<file path="config.mk">
export PLATFORM = sky130hd
export DESIGN_NAME = dtc_share_sched_flat
export DESIGN_NICKNAME = d
export VERILOG_FILES = /design/src/rtl/dtc_share_sched_if.sv /design/src/rtl/dtc_share_sched.sv /design/src/flat_wrapper.sv
export SDC_FILE = /design/constraint.sdc
export NUM_CORES = 1
export LEC_CHECK = 0
export BUFFER_PORTS_ARGS = -buffer_cell sky130_fd_sc_hd__buf_2
export CORE_UTILIZATION = 35
export DETAILED_ROUTE_END_ITERATION = 8
export PLACE_DENSITY_LB_ADDON = 0.12
export SLEW_MARGIN = 20
export SYNTH_ARGS = -nofsm -noshare
export SYNTH_HDL_FRONTEND = slang
export SYNTH_SLANG_ARGS = --single-unit
</file>
<file path="constraint.sdc">
create_clock -name clk -period 2.6 [get_ports clk]
set_input_delay 0.39 -clock clk [delete_from_list [all_inputs] [get_ports clk]]
set_output_delay 0.39 -clock clk [all_outputs]
set_load 0.02 [all_outputs]
</file>
<file path="src/rtl/dtc_share_sched_if.sv">
// Request/response bundle between feature producers, the shared-classifier scheduler
// and the external classifier instance.
interface dtc_share_sched_if #(
    parameter int NREQ   = 4,
    parameter int FEAT_W = 12,
    parameter int CLS_W  = 3,
    parameter int ID_W   = $clog2(NREQ)
);
    logic [NREQ-1:0]        req_valid;
    logic [NREQ*FEAT_W-1:0] req_feat;
    logic [NREQ-1:0]        req_ready;
    logic [FEAT_W-1:0]      cls_inp;
    logic [CLS_W-1:0]       cls_outp;
    logic                   rsp_valid;
    logic [ID_W-1:0]        rsp_id;
    logic [CLS_W-1:0]       rsp_class;
    logic                   rsp_ready;
    logic                   busy;
    logic [15:0]            done_cnt;

    modport master (
        output req_valid, req_feat, cls_outp, rsp_ready,
        input  req_ready, cls_inp, rsp_valid, rsp_id, rsp_class, busy, done_cnt
    );

    modport slave (
        input  req_valid, req_feat, cls_outp, rsp_ready,
        output req_ready, cls_inp, rsp_valid, rsp_id, rsp_class, busy, done_cnt
    );
endinterface

</file>
<file path="src/rtl/dtc_share_sched.sv">
// Round-robin time-sharing of one combinational decision-tree classifier between
// NREQ requesters, with a programmable settle time and a valid/ready response channel.
module dtc_share_sched #(
    parameter int NREQ        = 4,
    parameter int FEAT_W      = 12,
    parameter int CLS_W       = 3,
    parameter int EVAL_CYCLES = 1,
    parameter int ID_W        = $clog2(NREQ)
) (
    input logic              clk,
    input logic              rst_n,
    dtc_share_sched_if.slave bus
);
    localparam int CNT_W = $clog2(EVAL_CYCLES + 1);

    typedef enum logic [1:0] {IDLE, EVAL, RESP} state_t;

    state_t            state_q, state_d;
    logic [ID_W-1:0]   ptr_q;
    logic [CNT_W-1:0]  cnt_q;
    logic [FEAT_W-1:0] feat_q;
    logic [ID_W-1:0]   id_q;
    logic [CLS_W-1:0]  class_q;
    logic              valid_q;
    logic [15:0]       done_q;

    logic              grant_found;
    logic [ID_W-1:0]   grant_idx;
    logic [ID_W-1:0]   scan_idx;
    logic [ID_W-1:0]   ptr_nxt;
    logic              accept;
    logic              rsp_hs;

    // Search starts at ptr_q and wraps, so the requester just served has lowest priority.
    always_comb begin
        // NOTE: every variable gets a default first so no path leaves it unassigned (no latch).
        grant_found = 1'b0;
        grant_idx   = '0;
        scan_idx    = '0;
        for (int k = 0; k < NREQ; k++) begin
            scan_idx = ID_W'((int'(ptr_q) + k) % NREQ);
            if (!grant_found && bus.req_valid[scan_idx]) begin
                grant_found = 1'b1;
                grant_idx   = scan_idx;
            end
        end
    end

    assign ptr_nxt = (int'(grant_idx) == NREQ - 1) ? '0 : grant_idx + ID_W'(1);
    assign accept  = (state_q == IDLE) && grant_found;
    assign rsp_hs  = (state_q == RESP) && bus.rsp_ready;

    always_ff @(posedge clk) begin
        // NOTE: state registers use non-blocking assignments so every flop samples pre-edge values.
        if (!rst_n) state_q <= IDLE;
        else        state_q <= state_d;
    end

    always_comb begin
        state_d = state_q;
        case (state_q)
            IDLE:    if (grant_found) state_d = EVAL;
            EVAL:    if (cnt_q == CNT_W'(1)) state_d = RESP;
            RESP:    if (bus.rsp_ready) state_d = IDLE;
            default: state_d = IDLE;
        endcase
    end

    // Grant is combinational in IDLE and suppressed while reset is asserted.
    always_comb begin
        bus.req_ready = '0;
        bus.busy      = 1'b0;
        case (state_q)
            IDLE:       if (rst_n && grant_found) bus.req_ready[grant_idx] = 1'b1;
            EVAL, RESP: bus.busy = 1'b1;
            default:    ;
        endcase
    end

    always_ff @(posedge clk) begin
        if (!rst_n) begin
            ptr_q   <= '0;
            cnt_q   <= '0;
            feat_q  <= '0;
            id_q    <= '0;
            class_q <= '0;
            valid_q <= 1'b0;
            done_q  <= '0;
        end else begin
            if (accept) begin
                feat_q <= bus.req_feat[grant_idx*FEAT_W +: FEAT_W];
                id_q   <= grant_idx;
                ptr_q  <= ptr_nxt;
                cnt_q  <= CNT_W'(EVAL_CYCLES);
            end
            if (state_q == EVAL) begin
                cnt_q <= cnt_q - CNT_W'(1);
                // Last settle cycle: the classifier output has had EVAL_CYCLES to resolve.
                if (cnt_q == CNT_W'(1)) begin
                    class_q <= bus.cls_outp;
                    valid_q <= 1'b1;
                end
            end
            if (rsp_hs) begin
                valid_q <= 1'b0;
                done_q  <= done_q + 16'd1;
            end
        end
    end

    assign bus.cls_inp   = feat_q;
    assign bus.rsp_valid = valid_q;
    assign bus.rsp_id    = id_q;
    assign bus.rsp_class = class_q;
    assign bus.done_cnt  = done_q;
endmodule

</file>
<file path="src/flat_wrapper.sv">
// flat-port wrapper written by rule: the top's interface ports become plain ports
module dtc_share_sched_flat 
#(
    parameter int NREQ        = 4,
    parameter int FEAT_W      = 12,
    parameter int CLS_W       = 3,
    parameter int EVAL_CYCLES = 1,
    parameter int ID_W        = $clog2(NREQ)
)
  (clk, rst_n, bus_req_valid, bus_req_feat, bus_cls_outp, bus_rsp_ready, bus_req_ready, bus_cls_inp, bus_rsp_valid, bus_rsp_id, bus_rsp_class, bus_busy, bus_done_cnt);
  dtc_share_sched_if #(.NREQ(NREQ), .FEAT_W(FEAT_W), .CLS_W(CLS_W), .ID_W(ID_W)) bus_i ();
  input logic clk;
  input logic rst_n;
  input wire logic [$bits(bus_i.req_valid)-1:0] bus_req_valid;
  input wire logic [$bits(bus_i.req_feat)-1:0] bus_req_feat;
  input wire logic [$bits(bus_i.cls_outp)-1:0] bus_cls_outp;
  input wire logic [$bits(bus_i.rsp_ready)-1:0] bus_rsp_ready;
  output wire logic [$bits(bus_i.req_ready)-1:0] bus_req_ready;
  output wire logic [$bits(bus_i.cls_inp)-1:0] bus_cls_inp;
  output wire logic [$bits(bus_i.rsp_valid)-1:0] bus_rsp_valid;
  output wire logic [$bits(bus_i.rsp_id)-1:0] bus_rsp_id;
  output wire logic [$bits(bus_i.rsp_class)-1:0] bus_rsp_class;
  output wire logic [$bits(bus_i.busy)-1:0] bus_busy;
  output wire logic [$bits(bus_i.done_cnt)-1:0] bus_done_cnt;
  assign bus_i.req_valid = bus_req_valid;
  assign bus_i.req_feat = bus_req_feat;
  assign bus_i.cls_outp = bus_cls_outp;
  assign bus_i.rsp_ready = bus_rsp_ready;
  assign bus_req_ready = bus_i.req_ready;
  assign bus_cls_inp = bus_i.cls_inp;
  assign bus_rsp_valid = bus_i.rsp_valid;
  assign bus_rsp_id = bus_i.rsp_id;
  assign bus_rsp_class = bus_i.rsp_class;
  assign bus_busy = bus_i.busy;
  assign bus_done_cnt = bus_i.done_cnt;
  dtc_share_sched #(.NREQ(NREQ), .FEAT_W(FEAT_W), .CLS_W(CLS_W), .EVAL_CYCLES(EVAL_CYCLES), .ID_W(ID_W)) u_core (.clk(clk), .rst_n(rst_n), .bus(bus_i));
endmodule
</file>
==> reports/summary.log <==
INFO  status         status=completed
INFO  routing        routedLengthMet1=2772um
INFO  synthesis      postSynthNetCount=326
INFO  synthesis      synth_enable_flop_cells=0
INFO  critical_path  endpoint_kind=output port
INFO  routing        uppermost_layer_routed=met4
INFO  clock_tree     cts_sinks=39
INFO  synthesis      synth.cell_area=2285um2
INFO  routing        num_vias=2,113
INFO  clock_tree     cts_root_buffer=sky130_fd_sc_hd__clkbuf_8
INFO  timing         slew_viol_final=0
INFO  routing        number_of_nets_with_antenna_violations_after_routing=0
INFO  routing        routed_wire_length_per_instance=13.10um
INFO  timing         worst_slew_pin_tran=496.5ps
INFO  critical_path  critPathRequiredTime=2210ps
INFO  clock_tree     tritoncts.num_buffers=5
INFO  die            fp.dieH=82.80um
INFO  global_route   groute.usage.overall=0.1713
INFO  critical_path  worst-setup-path-type=flop to output port
INFO  synthesis      synth.distinct_cells=47
INFO  routing        finalWirelength=5673um
INFO  critical_path  critical_path.max_fanout=10
INFO  power          finalPower=2.655mW
INFO  clock_tree     largest_buffer_count_on_any_clock_path=2
INFO  synthesis      synth_seq_area_share=0.3417
INFO  clock_tree     cts_post_setup_buffers_inserted=0
INFO  timing         grt_setup_unrepaired=false
INFO  clock_tree     clk_latency=290ps
INFO  routing        route.met3.wl=488um
INFO  final_layout   fillers=652
INFO  placement      detailedPlacementHpwl=4262um
INFO  synthesis      synth-main-ff-cell=sky130_fd_sc_hd__dfxtp_1
INFO  placement      buffer_ports.inserted=96
INFO  timing         finalSetupViolations=0
INFO  die            floorplan_die_width=82.80um
INFO  routing        detailedRoute.firstIterationViolations=109
INFO  clock_tree     tritoncts_clock_tree=yes
INFO  routing        drt_pass1_iterations=4
INFO  routing        via_per_inst=4.880
INFO  critical_path  critical_path.cell_chain=and2_1, o211a_2, nor2_8, nand3_2, nor2_1, buf_2
INFO  synthesis      share_of_synthesized_registers_carrying_an_async_set_or_reset=0
INFO  die            coreArea=6314um2
INFO  critical_path  master_of_the_slowest_instance_on_the_critical_path=sky130_fd_sc_hd__dfxtp_1
INFO  critical_path  worstPathArrival=1940ps
INFO  die            ios=97
INFO  critical_path  timing.critical_path.from_type=flop
INFO  die            die-area=6855um2
INFO  timing         setup_tns=0ps
INFO  final_layout   layout-drive-gt1-share=0.3736
INFO  clock_tree     clock_tree.htree_level_count=2
INFO  synthesis      yosysWarningCount=0
INFO  global_route   first_global_vias=1,963
INFO  routing        remaining_drc_errors=0
INFO  synthesis      synthesis.area_per_instance=8.720um2
INFO  global_route   antenna_found_initial=0
INFO  power          power_density=909.8nW/um2
INFO  timing         final_period_minus_worst_setup_slack=2330ps
INFO  timing         layout_worst_path_cycle_share=0.8963
INFO  clock_tree     path_clk_slew=90ps
INFO  power          power.leakage=1.364nW
INFO  timing         relSlewSlack=0.6662
INFO  synthesis      ff_latch_count_synth=39
INFO  worst_hold_path hold_class=primary input to flop
INFO  critical_path  critical-path-max-stage-delay=400ps
INFO  timing         achievable-frequency=429.1MHz
INFO  final_layout   antenna_diode_instance_count=0
INFO  synthesis      synthesis.instances=262
INFO  routing        length_of_routed_met2_wiring=2375um
INFO  timing         fin_worst_skew=8.071ps
INFO  job            max-cap-violations=0
INFO  global_route   grt_first_pass_wirelength=8880um
INFO  power          vdd_ir_drop_max=422.0uV
INFO  timing         hold_violations=0
INFO  die            floorplan.initialDensity=0.3619
INFO  global_route   grt_overflow_total=0
INFO  placement      place.gp.congestion=0.7169
INFO  final_layout   num-nets-final=419
INFO  die            floorplan.rows=29
INFO  global_route   grt_max_degree=41
INFO  final_layout   area_growth_syn_to_layout=27.71%
synth_stat cells (6+ instances only):
| cell | count | share of area |
|---|---|---|
| sky130_fd_sc_hd__a21boi_0 | 7 | 0.023 |
| sky130_fd_sc_hd__a21oi_1 | 8 | 0.018 |
| sky130_fd_sc_hd__and2_1 | 27 | 0.074 |
| sky130_fd_sc_hd__and3_2 | 8 | 0.026 |
| sky130_fd_sc_hd__clkbuf_1 | 6 | 0.0099 |
| sky130_fd_sc_hd__dfxtp_1 | 39 | 0.34 |
| sky130_fd_sc_hd__ha_1 | 6 | 0.033 |
| sky130_fd_sc_hd__inv_1 | 6 | 0.0099 |
| sky130_fd_sc_hd__mux2i_1 | 12 | 0.053 |
| sky130_fd_sc_hd__nand2_1 | 29 | 0.048 |
| sky130_fd_sc_hd__nand3_1 | 13 | 0.028 |
| sky130_fd_sc_hd__nor2_1 | 6 | 0.0099 |
| sky130_fd_sc_hd__o211ai_1 | 10 | 0.033 |
| sky130_fd_sc_hd__o21ai_0 | 11 | 0.024 |
| sky130_fd_sc_hd__xnor2_1 | 14 | 0.054 |
state kept, by name, summed over array words and instances (netlist names):
signal / flops
u_core.state_q: 2
u_core.bus.cls_inp: 12
u_core.cnt_q: 1
u_core.bus.rsp_id: 2
u_core.bus.rsp_class: 3
u_core.ptr_q: 2
u_core.bus.rsp_valid: 1
u_core.bus.done_cnt: 16
per-layer routing:
metal	track usage	up-vias
met5	0	-
met4	0.04138	0
met3	0.05792	2
met2	0.2648	85
met1	0.2279	922
li1	-	1104
cell type report:
cell class                 instances  area [um2]  share of cell area
clock buffer                       5       68.82             0.02358
clock inverter                     3       43.79             0.01501
inverter                           6       22.52            0.007719
multi-input combinational        202        1388              0.4756
sequential                        39       780.7              0.2676
tap                               77       96.34             0.03302
timing repair buffer             101       518.0              0.1775
worst paths after layout:
path	cells after the start	startpoint	end	slack, ps
hold / removal	3	bus_req_feat[0]	u_core.bus.cls_inp[0]	310
setup / recovery	6	u_core.ptr_q[1]	bus_req_ready[2]	270
setup reg to reg	6	u_core.ptr_q[1]	u_core.bus.cls_inp[4]	790
hold reg to reg	2	u_core.bus.rsp_class[2]	u_core.bus.rsp_class[2]	470
critical path: cells and delay by family (launching register included):
kind	cells	cell delay (ps)
AO/OA/AOI/OAI	1	320
buffers and inverters	1	180
flip-flops	1	400
AND/OR/NAND/NOR	4	750
what timing repair did:
| action | 4_1_cts | 5_1_grt |
|---|---|---|
| gates cloned | 0 | 0 |
| hold endpoints to repair | 0 | 0 |
| resized for setup | 1 | 1 |
| hold buffers | 0 | 0 |
| setup endpoints to repair | 1 | 1 |
where the power goes:
| part | switching, mW | internal, mW |
|---|---|---|
| clock | 0.232 | 0.286 |
| sequential | 0.111 | 0.745 |
| combinational | 0.733 | 0.547 |
cells in the final DEF (no fill, tap or decap), types with 2 or more instances in the layout:
cell                       count
sky130_fd_sc_hd__nand2b_1      5
sky130_fd_sc_hd__nand3_1      13
sky130_fd_sc_hd__nor3_1        3
sky130_fd_sc_hd__nor2_1        6
sky130_fd_sc_hd__clkbuf_8      5
sky130_fd_sc_hd__a31o_1        3
sky130_fd_sc_hd__a21boi_0      7
sky130_fd_sc_hd__inv_1         6
sky130_fd_sc_hd__o211ai_1     10
sky130_fd_sc_hd__o21ai_0      11
sky130_fd_sc_hd__and3_1        5
sky130_fd_sc_hd__buf_4         5
sky130_fd_sc_hd__buf_2        96
sky130_fd_sc_hd__dfxtp_1      39
sky130_fd_sc_hd__o21ai_1       2
sky130_fd_sc_hd__nor2b_1       3
sky130_fd_sc_hd__xnor2_1      14
sky130_fd_sc_hd__a21o_2        2
sky130_fd_sc_hd__ha_1          6
sky130_fd_sc_hd__nand2_1      29
sky130_fd_sc_hd__a21oi_1       8
sky130_fd_sc_hd__o221a_2       3
sky130_fd_sc_hd__and2_1       27
sky130_fd_sc_hd__mux2i_1      12
sky130_fd_sc_hd__nand4_1       4
sky130_fd_sc_hd__and3_2        8
per-stage QoR:
stage	util	instance area [um2]	worst slack (ps)	hold slack, ps	std cells
finish	0.4621	2918	269.6	311.2	433
global route	0.4621	2918	157.3	308.7	433
detailed placement	0.4431	2798	208.2	458.1	425
CTS	0.4614	2913	131.6	303.9	433
global placement	0.4431	2798	304.3	448.0	425
floorplan	-	2285	629.5	509.4	262
kinds of logic after synthesis:
family / Yosys count / synth area share
DFF: 39 / 0.3417
buffers and inverters: 21 / 0.05421
xor gates and xnor gates: 15 / 0.05750
AOI/OAI and AO/OA: 58 / 0.1862
adders and majority gates: 6 / 0.03286
muxes: 13 / 0.05750
and+or+nand+nor: 110 / 0.2700
Power figures use the tool's default switching activity.
